===== config.mk =====
export PLATFORM = sky130hd
export DESIGN_NAME = car_position_ctl
export DESIGN_NICKNAME = d
export VERILOG_FILES = /design/src/rtl/epic_racer_pkg.sv /design/src/rtl/car_position_ctl_axis_motion.sv /design/src/rtl/car_position_ctl.sv
export SDC_FILE = /design/constraint.sdc
export NUM_CORES = 1
export LEC_CHECK = 0
export ABC_CLOCK_PERIOD_IN_PS = 2720
export CORE_ASPECT_RATIO = 1.2
export CORE_MARGIN = 5
export CORE_UTILIZATION = 50
export DETAILED_ROUTE_END_ITERATION = 8
export MAX_ROUTING_LAYER = met4
export PLACE_DENSITY = 0.78
export SYNTH_ARGS = -nofsm -noshare
export SYNTH_HDL_FRONTEND = slang
export SYNTH_HIERARCHICAL = 1
export SYNTH_SLANG_ARGS = --single-unit

===== constraint.sdc =====
create_clock -name pclk -period 2.72 [get_ports pclk]
set_input_delay 0.816 -clock pclk [delete_from_list [all_inputs] [get_ports pclk]]
set_output_delay 0.816 -clock pclk [all_outputs]
set_load 0.02 [all_outputs]

===== src/rtl/epic_racer_pkg.sv =====
// Shared constants, default sprite bounds and controller state encoding for the racer video path.
package epic_racer_pkg;

   localparam int SCREEN_W  = 1024;
   localparam int SCREEN_H  = 768;
   localparam int SPRITE_SZ = 32;

   localparam int CAR_X_MIN = 0;
   localparam int CAR_X_MAX = SCREEN_W - SPRITE_SZ;
   localparam int CAR_Y_MIN = 0;
   localparam int CAR_Y_MAX = SCREEN_H - SPRITE_SZ;

   typedef enum logic [1:0] {
      CAR_IDLE  = 2'd0,
      CAR_VEL   = 2'd1,
      CAR_POS   = 2'd2,
      CAR_BLINK = 2'd3
   } car_state_e;

   // Per-axis speed limit; boost doubles it.
   function automatic logic [4:0] speed_limit(input int v_max, input logic boost);
      logic [4:0] base;
      base = 5'(v_max);
      if (boost) begin
         speed_limit = base << 1;
      end else begin
         speed_limit = base;
      end
   endfunction

endpackage


===== src/rtl/car_position_ctl_axis_motion.sv =====
// One motion axis: signed velocity with accel/friction/limit and clamped position.
module axis_motion
   import epic_racer_pkg::*;
#(
   parameter int MIN  = CAR_X_MIN,
   parameter int MAX  = CAR_X_MAX,
   parameter int INIT = 384
) (
   input  logic        clk,
   input  logic        rst,
   input  logic        inc,
   input  logic        dec,
   input  logic [4:0]  vlim,
   input  logic        vel_en,
   input  logic        pos_en,
   output logic [10:0] pos,
   output logic        hit
);

   localparam logic signed [11:0] MIN_S = 12'(MIN);
   localparam logic signed [11:0] MAX_S = 12'(MAX);

   logic signed [4:0]  vel_q, vel_d;
   logic [10:0]        pos_q, pos_d;
   logic               hit_q, hit_d;
   logic signed [5:0]  vel_w, lim_w;
   logic signed [11:0] p_s;

   // Velocity step in VEL, position integrate and clamp in POS.
   always_comb begin
      vel_d = vel_q;
      pos_d = pos_q;
      hit_d = hit_q;
      vel_w = {vel_q[4], vel_q};
      lim_w = {1'b0, vlim};
      p_s   = {1'b0, pos_q} + {{7{vel_q[4]}}, vel_q};
      if (vel_en) begin
         if (inc && !dec) begin
            if (vel_w < lim_w) begin
               vel_d = vel_q + 5'sd1;
            end else if (vel_w > lim_w) begin
               vel_d = vel_q - 5'sd1;
            end else begin
               vel_d = vel_q;
            end
         end else if (dec && !inc) begin
            if (vel_w > -lim_w) begin
               vel_d = vel_q - 5'sd1;
            end else if (vel_w < -lim_w) begin
               vel_d = vel_q + 5'sd1;
            end else begin
               vel_d = vel_q;
            end
         end else begin
            if (vel_q < 5'sd0) begin
               vel_d = vel_q + 5'sd1;
            end else if (vel_q > 5'sd0) begin
               vel_d = vel_q - 5'sd1;
            end else begin
               vel_d = vel_q;
            end
         end
      end else if (pos_en) begin
         if (p_s < MIN_S) begin
            pos_d = MIN_S[10:0];
            vel_d = 5'sd0;
            hit_d = 1'b1;
         end else if (p_s > MAX_S) begin
            pos_d = MAX_S[10:0];
            vel_d = 5'sd0;
            hit_d = 1'b1;
         end else begin
            pos_d = p_s[10:0];
            hit_d = 1'b0;
         end
      end else begin
         vel_d = vel_q;
      end
   end

   // Axis state registers.
   always_ff @(posedge clk) begin
      if (rst) begin
         vel_q <= 5'sd0;
         pos_q <= 11'(INIT);
         hit_q <= 1'b0;
      end else begin
         vel_q <= vel_d;
         pos_q <= pos_d;
         hit_q <= hit_d;
      end
   end

   assign pos = pos_q;
   assign hit = hit_q;

endmodule


===== src/rtl/car_position_ctl.sv =====
// Per-frame car sprite position controller, updated once per vsync rising edge.
// Optional boost input and doubled speed limit when CAR_BOOST_EN is defined.
module car_position_ctl
   import epic_racer_pkg::*;
#(
   parameter int X_INIT       = 384,
   parameter int Y_INIT       = 600,
   parameter int X_MIN        = CAR_X_MIN,
   parameter int X_MAX        = CAR_X_MAX,
   parameter int Y_MIN        = CAR_Y_MIN,
   parameter int Y_MAX        = CAR_Y_MAX,
   parameter int V_MAX        = 8,
   parameter int BLINK_FRAMES = 32
) (
   input  logic        pclk,
   input  logic        rst,
   input  logic        vsync_in,
   input  logic        btn_left,
   input  logic        btn_right,
   input  logic        btn_up,
   input  logic        btn_down,
`ifdef CAR_BOOST_EN
   input  logic        btn_boost,
`endif
   output logic [10:0] xpos,
   output logic [10:0] ypos,
   output logic        visible
);

   car_state_e  state_q, state_d;
   logic        vsync_q;
   logic        tick;
   logic [5:0]  blink_q, blink_d;
   logic        visible_q, visible_d;
   logic [4:0]  vlim;
   logic        hit_x, hit_y;
   logic        vel_en, pos_en;

   assign tick   = vsync_in & ~vsync_q;
   assign vel_en = (state_q == CAR_VEL);
   assign pos_en = (state_q == CAR_POS);

`ifdef CAR_BOOST_EN
   assign vlim = speed_limit(V_MAX, btn_boost);
`else
   assign vlim = speed_limit(V_MAX, 1'b0);
`endif

   // Frame update sequencer.
   always_comb begin
      state_d = state_q;
      case (state_q)
         CAR_IDLE: begin
            if (tick) begin
               state_d = CAR_VEL;
            end else begin
               state_d = CAR_IDLE;
            end
         end
         CAR_VEL:   state_d = CAR_POS;
         CAR_POS:   state_d = CAR_BLINK;
         CAR_BLINK: state_d = CAR_IDLE;
         default:   state_d = CAR_IDLE;
      endcase
   end

   // Crash blink: any hit restarts the count; hidden while count bit 2 is set.
   always_comb begin
      blink_d   = blink_q;
      visible_d = visible_q;
      if (state_q == CAR_BLINK) begin
         if (hit_x || hit_y) begin
            blink_d = 6'(BLINK_FRAMES);
         end else if (blink_q != 6'd0) begin
            blink_d = blink_q - 6'd1;
         end else begin
            blink_d = blink_q;
         end
         visible_d = (blink_d == 6'd0) | ~blink_d[2];
      end else begin
         blink_d   = blink_q;
         visible_d = visible_q;
      end
   end

   // Control registers.
   always_ff @(posedge pclk) begin
      if (rst) begin
         state_q   <= CAR_IDLE;
         vsync_q   <= 1'b1;
         blink_q   <= 6'd0;
         visible_q <= 1'b1;
      end else begin
         state_q   <= state_d;
         vsync_q   <= vsync_in;
         blink_q   <= blink_d;
         visible_q <= visible_d;
      end
   end

   axis_motion #(.MIN(X_MIN), .MAX(X_MAX), .INIT(X_INIT)) u_axis_x (
      .clk    (pclk),
      .rst    (rst),
      .inc    (btn_right),
      .dec    (btn_left),
      .vlim   (vlim),
      .vel_en (vel_en),
      .pos_en (pos_en),
      .pos    (xpos),
      .hit    (hit_x)
   );

   axis_motion #(.MIN(Y_MIN), .MAX(Y_MAX), .INIT(Y_INIT)) u_axis_y (
      .clk    (pclk),
      .rst    (rst),
      .inc    (btn_down),
      .dec    (btn_up),
      .vlim   (vlim),
      .vel_en (vel_en),
      .pos_en (pos_en),
      .pos    (ypos),
      .hit    (hit_y)
   );

   assign visible = visible_q;

endmodule


==> summary.md <==
| Metric | Value |
|---|---|
| First-pass GRT wire length | 19910 um |
| Root buffer cell | clkbuf_8 |
| Synth Register Bits | 44 |
| ANT nets after route | 0 |
| Routed wire per std cell | 16.41 um |
| Port bufs | 29 |
| Final setup margin | -0.004184 ns |
| Sw Ratio | 30.85% |
| Starting DRT DRC Count | 207 |
| Setup repair after global routing missed its margin | true |
| Fin nets | 708 |
| Clock sinks | 44 |
| Vias in the first global route | 4508 |
| VDD IR max | 0.2432 mV |
| Critical Path End Type | flip-flop |
| Count of cell types in the netlist | 84 |
| P_sw | 501.2 uW |
| Antenna violations before repair | 0 |
| P&R area growth vs syn | 31.77% |
| Initial Utilization | 50.68% |
| Worst slew margin relative to its limit | 58.20% |
| H-tree depth | 2 |
| Endpoints failing setup | 1 |
| TritonCTS clock tree | yes |
| Share of cells above drive strength 1 | 23.15% |
| Drt via density | 6.004 |
| Clock transition at path regs | 0.09 ns |
| WS Path Type | reg2reg |
| Synthesis Warnings | 6 |
| Final std cells w/o fill | 765 |
| Commonest non-fill, non-tap cell in the layout | buf_4 |
| Clock Path Buffers | 2 |
| Fin. Hold Viols | 0 |
| Static Leakage | 2.442 nW |
| Comb power frac | 26.3% |
| Final worst path period share | 100.2% |
| Post-synth EDFFs | 0 |
| 1st-pass router iterations | 5 |
| Core Box Area | 8518 um^2 |
| Critical path launch point type | flip-flop |
| Hold Path Class | reg2reg |
| Global route overflow | 0 |
| Total GRT Usage | 23.14% |
| Die area | 10600 um^2 |
| Status | complete, but fails checks |
| Post-Synthesis Mean Instance Area | 8.009 um^2 |
| Cell-internal power | 1.123 mW |
| Max cap viols | 0 |
| Total CTS buffers | 5 |
| Asr flop ratio synth | 0% |
| Post-synth top flop | dfxtp_1 |
| Max Freq | 0.3671 GHz |
| Residual DRC | 0 |
| Most frequent cells in the layout | buf_4, ha_1, nand2_1 |
| # rows | 37 |
| Clk_lat worst skew | 0.31 ns |
| Cells after Synth | 539 |
| Worst-Margin Slew | 0.6204 ns |
| Period minus WS final | 2.724 ns |
| Clock Skew | 0.007252 ns |
| DP HPWL | 9252 um |
| Crit path max fanout | 4 |
| Clock share of power | 32.5% |
| Final GP Congestion | 0.9418 |
| R2R setup slack | -0.004 ns |
| Pwr dens | 285.6 nW/um^2 |
| Sequential area share after synthesis | 20.41% |
| Seq pwr share | 41.2% |
| Synth Cell Area | 4317 um^2 |
| Largest net degree at the start of global routing | 17 |
| Data arrival, critical path | 2.92 ns |
| Failing checks | setup timing |
| TNS Setup | -0.004184 ns |
| Critical Path RT | 2.92 ns |
| Diode count | 0 |
| Vias | 4593 |
| Die Span Y | 111.8 um |
| Fin Hold WS | 0.4846 ns |
| # placed instances | 751 |
| Place WS | -0.1525 ns |
| Chip width | 94.82 um |
| Total wire length | 12550 um |
| Total power | 1.624 mW |
| Slew Viols, Final | 0 |
| I/O pin count | 30 |
## metrics by stage
stage / area [um^2] / util [%]
after global routing: 5688 / 66.77
after CTS: 5463 / 64.13
after global placement: 5246 / 61.59
after floorplan: 4438 / -
final: 5688 / 66.77
after detailed placement: 5246 / 61.59
## timing repair
item / CTS / global route
pin swaps: 21 / 17
endpoints found under the setup margin: 20 / 29
hold buffers: 0 / 0
setup buffers: 5 / 3
gates resized for setup: 20 / 42
## cell families (layout without fill, tap and decap cells)
logic type / count (synthesis) / after routing / synth area share (%)
DFF: 44 / 44 / 20.41
other: 2 / 24 / 0.1740
muxes: 9 / 9 / 2.145
buffers and inverters: 54 / 141 / 5.044
adders and majority gates: 54 / 54 / 16.00
and+or+nand+nor: 199 / 199 / 24.55
AOI/OAI and AO/OA: 154 / 154 / 26.67
xor gates and xnor gates: 23 / 23 / 5.014
## power by group through the flow
stage          clock network, mW  logic (mW)  registers, mW
6_report                   0.529       0.427          0.668
5_1_grt                    0.557       0.464          0.670
4_1_cts                    0.537       0.387          0.668
3_5_place_dp                   0       0.378          0.682
3_3_place_gp                   0       0.366          0.682
2_1_floorplan                  0       0.245          0.690
## metal layers
metal	up-vias	GRT usage [%]	routed length [um]	part of all wire [%]
met3	39	2.905	633	5.0
met1	2168	25.65	4976	40
met4	0	11.55	360	2.9
met2	192	40.03	6581	52
met5	-	-	0	0
li1	2194	-	-	-
## cells in the mapped netlist (8+ instances only)
cell type	instances	area, um^2
nand2b_1	10	62.56
dfxtp_1	44	880.8
o21ai_0	25	125.1
ha_1	52	650.6
inv_1	39	146.4
nor3_1	17	85.08
nand3_1	22	110.1
xor2_1	11	96.34
nand2_1	41	153.9
nor2b_1	17	106.4
clkbuf_1	8	30.03
a21oi_1	33	165.2
nor2_1	40	150.1
xnor2_1	10	87.58
## final cells by class
type | count | area (um^2)
Inverter | 39 | 146.4
Sequential cell | 44 | 894.6
Tap cell | 117 | 146.4
Clock buffer | 5 | 68.82
Clock inverter | 3 | 46.29
Fill cell | 697 | 2830
Multi-Input combinational cell | 463 | 3603
Timing Repair Buffer | 94 | 782.0
## worst paths after layout
path                                      from  depth (start not counted)                           end
hold / removal    u_axis_y/pos[5]$_SDFFE_PP0P_                          2  u_axis_y/pos[5]$_SDFFE_PP0P_
setup / recovery  u_axis_y/pos[1]$_SDFFE_PP0P_                         12  u_axis_y/pos[8]$_SDFFE_PP0P_
hold reg to reg   u_axis_y/pos[5]$_SDFFE_PP0P_                          2  u_axis_y/pos[5]$_SDFFE_PP0P_
setup reg to reg  u_axis_y/pos[1]$_SDFFE_PP0P_                         12  u_axis_y/pos[8]$_SDFFE_PP0P_
## critical path, stage by stage (launching register included)
cell and delay [ns]:
dfxtp_2 0.33, buf_4 0.14, ha_1 0.30, a211oi_2 0.36, o211a_1 0.24, o21ai_1 0.12
and3_2 0.25, a211oi_4 0.31, buf_4 0.18, nor3_4 0.04, buf_4 0.15, a22oi_2 0.11
nor2_1 0.06
## flip-flops by register name (all words and copies together), names as in the netlist
register and cells:
vsync_q 1, blink_q 6, u_axis_y/hit 1, u_axis_y/vel_q 5, u_axis_x/hit 1, state_q 2
u_axis_x/pos 11, u_axis_x/vel_q 5, u_axis_y/pos 11, visible 1
No activity file was read; power rests on OpenSTA's default activity.
